===== config.mk =====
export PLATFORM = sky130hd
export DESIGN_NAME = text_console_writer_flat
export DESIGN_NICKNAME = d
export VERILOG_FILES = /design/src/rtl/text_pkg.sv /design/src/rtl/text_console_writer_if.sv /design/src/rtl/text_row_base.sv /design/src/rtl/text_console_writer.sv /design/src/flat_wrapper.sv
export SDC_FILE = /design/constraint.sdc
export NUM_CORES = 1
export LEC_CHECK = 0
export BUFFER_PORTS_ARGS = -buffer_cell sky130_fd_sc_hd__buf_2
export CELL_PAD_IN_SITES_DETAIL_PLACEMENT = 0
export CELL_PAD_IN_SITES_GLOBAL_PLACEMENT = 1
export CORE_MARGIN = 5
export CORE_UTILIZATION = 45
export CTS_CLUSTER_SIZE = 8
export DETAILED_ROUTE_END_ITERATION = 10
export GPL_TIMING_DRIVEN = 0
export HOLD_SLACK_MARGIN = 0.05
export PLACE_DENSITY_LB_ADDON = 0.1
export SETUP_SLACK_MARGIN = 0.05
export SYNTH_ARGS = -nofsm -noshare
export SYNTH_HDL_FRONTEND = slang
export SYNTH_HIERARCHICAL = 1
export SYNTH_SLANG_ARGS = --single-unit

===== constraint.sdc =====
create_clock -name clk_i -period 5.25 [get_ports clk_i]
set_input_delay 1.05 -clock clk_i [delete_from_list [all_inputs] [get_ports clk_i]]
set_output_delay 1.05 -clock clk_i [all_outputs]
set_load 0.02 [all_outputs]

===== src/rtl/text_pkg.sv =====
// Shared definitions for the text display blocks: screen geometry defaults
// (also used by the video timing and character generator), the clear fill
// code, the recognised control codes and the writer state encoding.
package text_pkg;

  localparam int COLS_DEF   = 80;  // 640 px / 8
  localparam int ROWS_DEF   = 60;  // 480 px / 8
  localparam int ADDR_W_DEF = 13;

  localparam logic [7:0] FILL_CHR_DEF = 8'h20;

  localparam logic [7:0] CHR_BS = 8'h08;
  localparam logic [7:0] CHR_LF = 8'h0A;
  localparam logic [7:0] CHR_FF = 8'h0C;
  localparam logic [7:0] CHR_CR = 8'h0D;

  typedef enum logic [1:0] {
    ST_IDLE,
    ST_PUT,
    ST_CLR_LINE,
    ST_CLR_ALL
  } state_t;

endpackage


===== src/rtl/text_console_writer_if.sv =====
// Character stream from a byte source into the console writer.
//   chr        character or control code
//   chr_valid  chr holds a valid code
//   chr_ready  writer accepts chr this cycle
// master = byte source, slave = console writer.
interface text_console_writer_if;
  logic [7:0] chr;
  logic       chr_valid;
  logic       chr_ready;

  modport master (output chr, output chr_valid, input chr_ready);
  modport slave  (input chr, input chr_valid, output chr_ready);
endinterface


===== src/rtl/text_row_base.sv =====
// Tracks a physical text RAM row and its row*COLS base address without a
// multiplier: the base advances by COLS per row and both wrap to zero after
// the last row.
//   clk_i, rst_i   clock, synchronous active-high reset (row 0)
//   load_zero_i    force row/base to 0 (wins over inc_i)
//   inc_i          advance one row with wrap
//   base_o         current row*COLS
//   base_nxt_o     value base_o takes after this edge
module text_row_base import text_pkg::*; #(
  parameter int COLS   = COLS_DEF,
  parameter int ROWS   = ROWS_DEF,
  parameter int ADDR_W = ADDR_W_DEF
) (
  input  logic              clk_i,
  input  logic              rst_i,
  input  logic              load_zero_i,
  input  logic              inc_i,
  output logic [ADDR_W-1:0] base_o,
  output logic [ADDR_W-1:0] base_nxt_o
);

  localparam int ROW_W = $clog2(ROWS);

  logic [ROW_W-1:0]  row_q, row_d;
  logic [ADDR_W-1:0] base_q, base_d;

  always_comb begin
    row_d  = row_q;
    base_d = base_q;
    if (load_zero_i) begin
      row_d  = '0;
      base_d = '0;
    end else if (inc_i) begin
      if (row_q == ROW_W'(ROWS - 1)) begin
        row_d  = '0;
        base_d = '0;
      end else begin
        row_d  = row_q + 1'b1;
        base_d = base_q + ADDR_W'(COLS);
      end
    end
  end

  always_ff @(posedge clk_i) begin
    if (rst_i) begin
      row_q  <= '0;
      base_q <= '0;
    end else begin
      row_q  <= row_d;
      base_q <= base_d;
    end
  end

  assign base_o     = base_q;
  assign base_nxt_o = base_d;

endmodule


===== src/rtl/text_console_writer.sv =====
// Writer side of the 8x8 text display. Takes character codes from a byte
// source, tracks the cursor, handles CR/LF/BS/FF and writes the dual-port
// text RAM. Scrolling moves top_row_o and clears only the exposed line.
//   clk_i, rst_i    clock, synchronous active-high reset
//   chr_if          character stream (slave side)
//   wr_en_o/addr/data  text RAM write port, addr = physical_row*COLS + col
//   top_row_o       physical RAM row shown at screen line 0
//   cur_col_o/row_o logical cursor position
//   busy_o          a clear sequence is running
//
// state       | meaning
// ST_IDLE     | waiting for a code; chr_ready high except the cycle after a transfer
// ST_PUT      | one-cycle character write, then cursor advance / wrap
// ST_CLR_LINE | filling the newly exposed physical row after a scroll
// ST_CLR_ALL  | filling the whole RAM (reset or form feed)
module text_console_writer import text_pkg::*; #(
  parameter int         COLS     = COLS_DEF,
  parameter int         ROWS     = ROWS_DEF,
  parameter int         ADDR_W   = ADDR_W_DEF,
  parameter logic [7:0] FILL_CHR = FILL_CHR_DEF
) (
  input  logic                      clk_i,
  input  logic                      rst_i,
  text_console_writer_if.slave      chr_if,
  output logic                      wr_en_o,
  output logic [ADDR_W-1:0]         wr_addr_o,
  output logic [7:0]                wr_data_o,
  output logic [$clog2(ROWS)-1:0]   top_row_o,
  output logic [$clog2(COLS)-1:0]   cur_col_o,
  output logic [$clog2(ROWS)-1:0]   cur_row_o,
  output logic                      busy_o
);

  localparam int ROW_W = $clog2(ROWS);
  localparam int COL_W = $clog2(COLS);

  state_t            state_q, state_d;
  logic [COL_W-1:0]  col_q, col_d;
  logic [ROW_W-1:0]  row_q, row_d;
  logic [ROW_W-1:0]  top_q, top_d;
  logic [ADDR_W-1:0] cnt_q, cnt_d;
  logic [ADDR_W-1:0] addr_q, addr_d;
  logic [7:0]        data_q, data_d;
  logic              wr_en_q, wr_en_d;
  logic              ready_q, ready_d;

  logic              accept, newline, rb_inc, rb_load;
  logic [ADDR_W-1:0] rb_base, rb_base_nxt;

  // Base of the cursor's physical row, i.e. ((top+row) wrapped)*COLS. Every
  // newline moves it down one physical row, both on a plain row advance and
  // on a scroll (where the old top line becomes the cursor line).
  text_row_base #(.COLS(COLS), .ROWS(ROWS), .ADDR_W(ADDR_W)) u_row_base (
    .clk_i       (clk_i),
    .rst_i       (rst_i),
    .load_zero_i (rb_load),
    .inc_i       (rb_inc),
    .base_o      (rb_base),
    .base_nxt_o  (rb_base_nxt)
  );

  assign accept = chr_if.chr_valid && ready_q;

  always_comb begin
    state_d = state_q;
    col_d   = col_q;
    row_d   = row_q;
    top_d   = top_q;
    cnt_d   = cnt_q;
    addr_d  = addr_q;
    data_d  = data_q;
    wr_en_d = 1'b0;
    newline = 1'b0;
    rb_inc  = 1'b0;
    rb_load = 1'b0;

    case (state_q)
      ST_IDLE: begin
        if (accept) begin
          case (chr_if.chr)
            CHR_CR: col_d = '0;
            CHR_LF: newline = 1'b1;
            CHR_BS: if (col_q != '0) col_d = col_q - 1'b1;
            CHR_FF: begin
              state_d = ST_CLR_ALL;
              col_d   = '0;
              row_d   = '0;
              top_d   = '0;
              rb_load = 1'b1;
              wr_en_d = 1'b1;
              addr_d  = '0;
              data_d  = FILL_CHR;
              cnt_d   = ADDR_W'(COLS * ROWS - 1);
            end
            default: begin
              state_d = ST_PUT;
              wr_en_d = 1'b1;
              addr_d  = rb_base + ADDR_W'(col_q);
              data_d  = chr_if.chr;
            end
          endcase
        end
      end
      ST_PUT: begin
        if (col_q == COL_W'(COLS - 1)) begin
          col_d   = '0;
          newline = 1'b1;
        end else begin
          col_d   = col_q + 1'b1;
          state_d = ST_IDLE;
        end
      end
      ST_CLR_LINE, ST_CLR_ALL: begin
        if (cnt_q == '0) begin
          state_d = ST_IDLE;
        end else begin
          cnt_d   = cnt_q - 1'b1;
          wr_en_d = 1'b1;
          // Straight after reset no write has happened yet, so hold at 0.
          addr_d  = addr_q + ADDR_W'(wr_en_q);
          data_d  = FILL_CHR;
        end
      end
      default: state_d = ST_CLR_ALL;
    endcase

    if (newline) begin
      rb_inc = 1'b1;
      if (row_q != ROW_W'(ROWS - 1)) begin
        row_d   = row_q + 1'b1;
        state_d = ST_IDLE;
      end else begin
        top_d   = (top_q == ROW_W'(ROWS - 1)) ? '0 : top_q + 1'b1;
        state_d = ST_CLR_LINE;
        wr_en_d = 1'b1;
        addr_d  = rb_base_nxt;
        data_d  = FILL_CHR;
        cnt_d   = ADDR_W'(COLS - 1);
      end
    end

    ready_d = (state_d == ST_IDLE) && !accept;
  end

  always_ff @(posedge clk_i) begin
    if (rst_i) begin
      state_q <= ST_CLR_ALL;
      col_q   <= '0;
      row_q   <= '0;
      top_q   <= '0;
      cnt_q   <= ADDR_W'(COLS * ROWS);
      addr_q  <= '0;
      data_q  <= FILL_CHR;
      wr_en_q <= 1'b0;
      ready_q <= 1'b0;
    end else begin
      state_q <= state_d;
      col_q   <= col_d;
      row_q   <= row_d;
      top_q   <= top_d;
      cnt_q   <= cnt_d;
      addr_q  <= addr_d;
      data_q  <= data_d;
      wr_en_q <= wr_en_d;
      ready_q <= ready_d;
    end
  end

  assign chr_if.chr_ready = ready_q;
  assign wr_en_o   = wr_en_q;
  assign wr_addr_o = addr_q;
  assign wr_data_o = data_q;
  assign top_row_o = top_q;
  assign cur_col_o = col_q;
  assign cur_row_o = row_q;
  assign busy_o    = (state_q == ST_CLR_LINE) || (state_q == ST_CLR_ALL);

endmodule


===== src/flat_wrapper.sv =====
// flat-port wrapper written by rule: the top's interface ports become plain ports
module text_console_writer_flat import text_pkg::*;
#(
  parameter int         COLS     = COLS_DEF,
  parameter int         ROWS     = ROWS_DEF,
  parameter int         ADDR_W   = ADDR_W_DEF,
  parameter logic [7:0] FILL_CHR = FILL_CHR_DEF
)
  (clk_i, rst_i, wr_en_o, wr_addr_o, wr_data_o, top_row_o, cur_col_o, cur_row_o, busy_o, chr_if_chr, chr_if_chr_valid, chr_if_chr_ready);
  text_console_writer_if chr_if_i ();
  input  logic clk_i;
  input  logic rst_i;
  output logic wr_en_o;
  output logic [ADDR_W-1:0] wr_addr_o;
  output logic [7:0] wr_data_o;
  output logic [$clog2(ROWS)-1:0] top_row_o;
  output logic [$clog2(COLS)-1:0] cur_col_o;
  output logic [$clog2(ROWS)-1:0] cur_row_o;
  output logic busy_o;
  input wire logic [$bits(chr_if_i.chr)-1:0] chr_if_chr;
  input wire logic [$bits(chr_if_i.chr_valid)-1:0] chr_if_chr_valid;
  output wire logic [$bits(chr_if_i.chr_ready)-1:0] chr_if_chr_ready;
  assign chr_if_i.chr = chr_if_chr;
  assign chr_if_i.chr_valid = chr_if_chr_valid;
  assign chr_if_chr_ready = chr_if_i.chr_ready;
  text_console_writer #(.COLS(COLS), .ROWS(ROWS), .ADDR_W(ADDR_W), .FILL_CHR(FILL_CHR)) u_core (.clk_i(clk_i), .rst_i(rst_i), .chr_if(chr_if_i), .wr_en_o(wr_en_o), .wr_addr_o(wr_addr_o), .wr_data_o(wr_data_o), .top_row_o(top_row_o), .cur_col_o(cur_col_o), .cur_row_o(cur_row_o), .busy_o(busy_o));
endmodule

Word-level counts from Yosys, hierarchy flattened
Index checks and enable logic that the tools add are counted.
Widths: inputs -> output; s select.
{ "totals": {"reg_bits": 76, "latchBits": 0, "ramBits": 0, "romBits": 0, "inputBits": 11, "output_inout_bits": 43, "wordCells": 107, "memories": 0} }
{ "classes": {"addsub": 9, "multipliers": 0, "div_mod_pow": 0, "magnitude_cmp": 0, "n_eq_ne": 14, "shifts": 0, "muxes": 59, "bitwise_logic": 0, "reduce_logical": 14} }
{ "ops": {"columns": ["cell", "n"], "rows": [
  ["$mux 13", 12],
  ["$pmux 13 s2", 3],
  ["$mux 6", 12],
  ["$eq 8x4->1 const B", 4],
  ["$mux 8", 4],
  ["$pmux 8 s2", 2],
  ["$pmux 7 s2", 2],
  ["$mux 7", 3],
  ["$add 6x1->6 const B", 3],
  ["$add 13x1->13", 1],
  ["$add 13x7->13", 1],
  ["$add 13x7->13 const B", 1],
  ["$logic_not 13->1", 1],
  ["$sub 13x1->13 const B", 1],
  ["$eq 6x6->1 const B", 2],
  ["$mux 1", 12],
  ["$mux 2", 5],
  ["$add 7x1->7 const B", 1],
  ["$eq 7x7->1 const B", 1],
  ["$reduce_bool 7->1", 1],
  ["$sub 7x1->7 const B", 1],
  ["$ne 6x6->1 const B", 1],
  ["$pmux 2 s3", 1],
  ["$reduce_or 2->1", 3],
  ["14 further kinds", 18]
]} }

Logic depth before layout (Yosys ltp)
{ "depth": {"word_depth": 9, "ltp_mapped": 10, "mapped_depth_nobuf": 9} }

Cells and area by module
The synthesis kept the hierarchy.
{ "by_module_without_submodules": {"columns": ["module", "n_inst", "cells_per_inst", "area_each_um2", "seq_area_each_um2"], "rows": [
  ["text_console_writer", 1, 478, 3757.4, 1141.1],
  ["text_row_base", 1, 98, 835.8, 380.4]
]} }

Least setup slack after synthesis
Ideal clock, no wire load.
{ "synth_timing": {"path_kind": "input -> register", "startpoint": "input chr_if_chr[5]", "endpoint": "register u_core.addr_q[12] (netlist: u_core/wr_addr_o[12])", "setup_ns": 0.086, "arrival_ns": 2.783, "required_ns": 5.164, "setup_slack_ns": 2.382, "path_stages": 8, "n_path_buf": 0, "path_cell_list": "nor4_4 -> nand4_2 -> nand2_1 -> nand4_2 -> or4_1 -> a21oi_1 -> nor2_1 -> a211oi_1"} }
{ "synth_between": {"elab_chain_len": 9, "elab_cells_between_ends": 19, "classes_between": "4 x eq/ne; 14 x mux; 1 x reduce/logical"} }
{ "synth_lines": {"columns": ["item", "line_no", "text"], "rows": [
  ["start: declaration", "flat_wrapper.sv:20", "input wire logic [$bits(chr_if_i.chr)-1:0] chr_if_chr;"],
  ["$eq 8x4->1", "text_console_writer.sv:80", "case (chr_if.chr)"],
  ["$mux 1", "text_console_writer.sv:80", null],
  ["$mux 1", "text_console_writer.sv:79", "if (accept) begin"],
  ["$pmux 1 s2", "text_console_writer.sv:77", "case (state_q)"],
  ["net u_core.newline", "text_console_writer.sv:47", "logic accept, newline, rb_inc, rb_load;"],
  ["$mux 1", "text_console_writer.sv:127", "if (newline) begin"],
  ["$mux 13", "text_row_base.sv:33", "end else if (inc_i) begin"],
  ["$mux 13", "text_row_base.sv:30", "if (load_zero_i) begin"],
  ["net u_core.rb_base_nxt[12]", "text_console_writer.sv:48", "logic [ADDR_W-1:0] rb_base, rb_base_nxt;"],
  ["$mux 13", "text_console_writer.sv:129", "if (row_q != ROW_W'(ROWS - 1)) begin"],
  ["$mux 13", "text_console_writer.sv:127", null],
  ["end signal: assignment", "text_console_writer.sv:162", "addr_q <= addr_d;"],
  ["end: declaration", "text_console_writer.sv:42", "logic [ADDR_W-1:0] addr_q, addr_d;"]
]} }
The timed path passes the listed nets, and every way through them passes these cells.
A chain may end at the register's enable or synchronous reset.

Worst setup path after layout
{ "layout_timing": {"startpoint": "input chr_if_chr[5]", "endpoint": "register u_core.addr_q[7] (netlist: u_core/wr_addr_o[7])"} }
The elaborated chain is that of the path after synthesis.

==> insert_results.sql <==
INSERT INTO impl_metrics (metric_group, metric, value, unit) VALUES
('outcome', 'run_status', 'finished clean', ''),
('floorplan', 'design.portCount', '54', ''),
('routing', 'drt_iter0_drc', '324', ''),
('final_layout', 'drive_above_1_share', '14.6', '%'),
('setup_path', 'cpMostUsedCell', 'sky130_fd_sc_hd__buf_2', ''),
('setup_path', 'critical_path.reg2reg.startpoint', 'u_core/cur_col_o[0]', ''),
('sta', 'finalWorstPathRequiredPeriod', '3.20', 'ns'),
('floorplan', 'initial_utilization', '46.6', '%'),
('sta', 'report.final.hold_viol_count', '0', ''),
('final_layout', 'final_core_util', '52.7', '%'),
('power_and_ir_drop', 'tot_pwr', '0.00112', 'W'),
('floorplan', 'core.rowCount', '36', ''),
('setup_path', 'cp-end-kind', 'flop', ''),
('min_path', 'worst_hold_check_path_type', 'flop to flop', ''),
('final_layout', 'multi_input_comb_area', '2910', 'um^2'),
('sta', 'grt_setup_unrepaired', 'false', ''),
('clock_network', 'cts.sink_count', '76', ''),
('grt', 'largest_net_degree_at_the_start_of_global_routing', '16', ''),
('grt', 'via_count_of_the_first_global_routing_pass', '4404', ''),
('setup_path', 'critPathRequiredTime', '5.51', 'ns'),
('setup_path', 'ff2ff_setup_slack', '2.25', 'ns'),
('routing', 'drt-pass1-iter-count', '5', ''),
('final_layout', 'final-instance-count-excl-fill', '776', ''),
('synth', 'synth_top_area_share', '33.1', '%'),
('final_layout', 'seqCellArea', '1520', 'um^2'),
('power_and_ir_drop', 'leakagePower', '2.13', 'nW'),
('final_layout', 'areaGrowthSynthToFinish', '13.1', '%'),
('synth', 'synth.net_count', '605', ''),
('synth', 'post_synth_num_cell_types', '73', ''),
('synth', 'netlist_top_cells_area', 'sky130_fd_sc_hd__dfxtp_1, sky130_fd_sc_hd__nor2_1, sky130_fd_sc_hd__a21oi_1, sky130_fd_sc_hd__nand2_1, sky130_fd_sc_hd__ha_1', ''),
('routing', 'via_per_inst', '5.91', ''),
('routing', 'antenna_nets_post_route', '0', ''),
('sta', 'final_sum_of_negative_setup_slack', '0', 'ns'),
('synth', 'total_of_warnings_raised_by_yosys', '6', ''),
('floorplan', 'die-area', '12300', 'um^2'),
('grt', 'gr-total-overflow', '0', ''),
('synth', 'average_instance_area_after_synthesis', '7.97', 'um^2'),
('setup_path', 'startpoint', 'chr_if_chr[5]', ''),
('setup_path', 'critical_path_buf_inv_count', '3', ''),
('min_path', 'hold_path_end', 'u_core/wr_data_o[1]', ''),
('synth', 'synth_top_area_cell', 'sky130_fd_sc_hd__dfxtp_1', ''),
('sta', 'final_setup_skew', '0.00694', 'ns'),
('clock_network', 'cts_hold_buffers', '0', ''),
('synth', 'ys_seq_area_share', '33.1', '%'),
('synth', 'ys_async_sr_fraction', '0', '%'),
('run', 'drv_cap', '0', ''),
('routing', 'postRouteWirelength', '14000', 'um'),
('clock_network', 'cts.clk_slew.worst_paths', '0.08', 'ns'),
('final_layout', 'nFillCells', '984', ''),
('sta', 'maxSlewViolCount', '0', ''),
('clock_network', 'h-tree-depth', '3', ''),
('power_and_ir_drop', 'ir_drop', '0.172', 'mV'),
('synth', 'yosys_register_bits', '76', ''),
('clock_network', 'cts.repair.resized', '0', ''),
('setup_path', 'setup.worst_path.class', 'primary input to flop', ''),
('synth', 'postSynthCellCount', '576', ''),
('clock_network', 'worstSkewPairLatency', '0.36', 'ns'),
('setup_path', 'critPathMaxStageDelay', '0.42', 'ns'),
('final_layout', 'n_antenna_cell', '0', ''),
('setup_path', 'critical-path-top-delay-family', 'simple AND/OR/NAND/NOR gates', ''),
('floorplan', 'floorplan.die.width', '111', 'um'),
('min_path', 'whs_path_depth', '2', ''),
('clock_network', 'cts_tree', 'yes', ''),
('sta', 'timing_worst_slew_pin_value', '0.820', 'ns'),
('sta', 'setup_violations', '0', ''),
('place', 'dp_hpwl', '10200', 'um'),
('synth', 'most_frequently_used_flop_master_after_synthesis', 'sky130_fd_sc_hd__dfxtp_1', ''),
('clock_network', 'tritoncts.num_buffers', '9', ''),
('sta', 'whs', '0.475', 'ns'),
('clock_network', 'cts_root_buffer', 'sky130_fd_sc_hd__clkbuf_8', ''),
('synth', 'synth-edff-count', '0', '');
-- kinds of logic (layout without fill, tap and decap cells) --
family | Yosys count | count (layout) | synth area share [%]
AOI/OAI and AO/OA | 156 | 156 | 22.8
xor gates and xnor gates | 32 | 32 | 6.10
adders and majority gates | 18 | 18 | 5.07
buffers and inverters | 38 | 105 | 3.43
DFF | 76 | 76 | 33.1
muxes | 7 | 7 | 1.61
and+or+nand+nor | 249 | 249 | 27.9
-- cell usage after synthesis, types with 5 or more instances --
library cell / n
sky130_fd_sc_hd__or3_1: 6
sky130_fd_sc_hd__and3_1: 7
sky130_fd_sc_hd__nand2b_1: 8
sky130_fd_sc_hd__inv_1: 13
sky130_fd_sc_hd__dfxtp_1: 76
sky130_fd_sc_hd__a211oi_1: 12
sky130_fd_sc_hd__a221oi_1: 5
sky130_fd_sc_hd__a31oi_1: 5
sky130_fd_sc_hd__nor2b_1: 7
sky130_fd_sc_hd__xnor2_1: 16
sky130_fd_sc_hd__nand2_1: 63
sky130_fd_sc_hd__o21ai_0: 22
sky130_fd_sc_hd__nor3_1: 21
sky130_fd_sc_hd__nor2_1: 74
sky130_fd_sc_hd__nand4_1: 11
sky130_fd_sc_hd__a21oi_1: 50
sky130_fd_sc_hd__clkbuf_1: 12
sky130_fd_sc_hd__a22oi_1: 8
sky130_fd_sc_hd__o211ai_1: 11
sky130_fd_sc_hd__nand3_1: 20
sky130_fd_sc_hd__buf_2: 8
sky130_fd_sc_hd__a41oi_1: 5
sky130_fd_sc_hd__a221o_1: 6
sky130_fd_sc_hd__xor2_1: 16
sky130_fd_sc_hd__ha_1: 17
-- flip-flops by register name (all words and copies together) (netlist names) --
name	flops
u_core/top_row_o	6
u_core/state_q	2
u_core/wr_addr_o	13
u_core/wr_en_o	1
u_core/cur_row_o	6
u_core/cur_col_o	7
u_core/cnt_q	13
u_core/u_row_base/row_q	6
u_core/chr_if.chr_ready	1
u_core/u_row_base/base_o	13
u_core/wr_data_o	8
-- metal layers --
layer  up-vias  wire length (um)  GRT usage [%]
met1      2164              6570           30.6
met2       154              6440           37.0
met4         0               170           6.00
met5         -                 0              0
li1       2251                 -              -
met3        16               783           4.42
-- where the power goes --
group / internal, W / switching, W
Combinational: 0.0000321 / 0.0000494
Clock: 0.000213 / 0.000216
Sequential: 0.000588 / 0.0000222
-- worst reg2reg max path, cell delays in order, from the launching register on --
cell                       delay (ns)
sky130_fd_sc_hd__dfxtp_1         0.53
sky130_fd_sc_hd__ha_1            0.25
sky130_fd_sc_hd__and3_1          0.26
sky130_fd_sc_hd__nand4_1         0.20
sky130_fd_sc_hd__nand2_1         0.29
sky130_fd_sc_hd__buf_2           0.31
sky130_fd_sc_hd__inv_2           0.05
sky130_fd_sc_hd__or3_1           0.39
sky130_fd_sc_hd__a21oi_1         0.30
sky130_fd_sc_hd__nor2_1          0.09
sky130_fd_sc_hd__a211oi_1        0.23
-- final cells by class --
type | count | share of cell area (%)
multi-input combinational | 462 | 56.1
sequential | 76 | 29.3
timing repair buffer | 53 | 5.10
tap | 133 | 3.20
clock buffer | 11 | 2.53
buffer | 23 | 1.93
inverter | 15 | 1.11
clock inverter | 3 | 0.771
-- per-stage QoR --
step	worst slack, ns	instance area (um^2)
after global routing	1.89	5200
final	2.05	5200
after floorplan	2.38	4590
after CTS	2.08	5200
after global placement	1.75	5020
after detailed placement	1.71	5020
-- how the worst max path moves through the flow --
stage	slack (ns)	end	cells after the start
floorplan	2.38	u_core/wr_addr_o[12]	8
global placement	1.75	u_core/wr_addr_o[7]	10
detailed placement	1.71	u_core/wr_addr_o[7]	10
CTS	2.08	u_core/wr_addr_o[7]	10
global route	1.89	u_core/wr_addr_o[7]	10
finish	2.05	u_core/wr_addr_o[7]	10
Note: power is estimated with default switching activity, not from simulation.
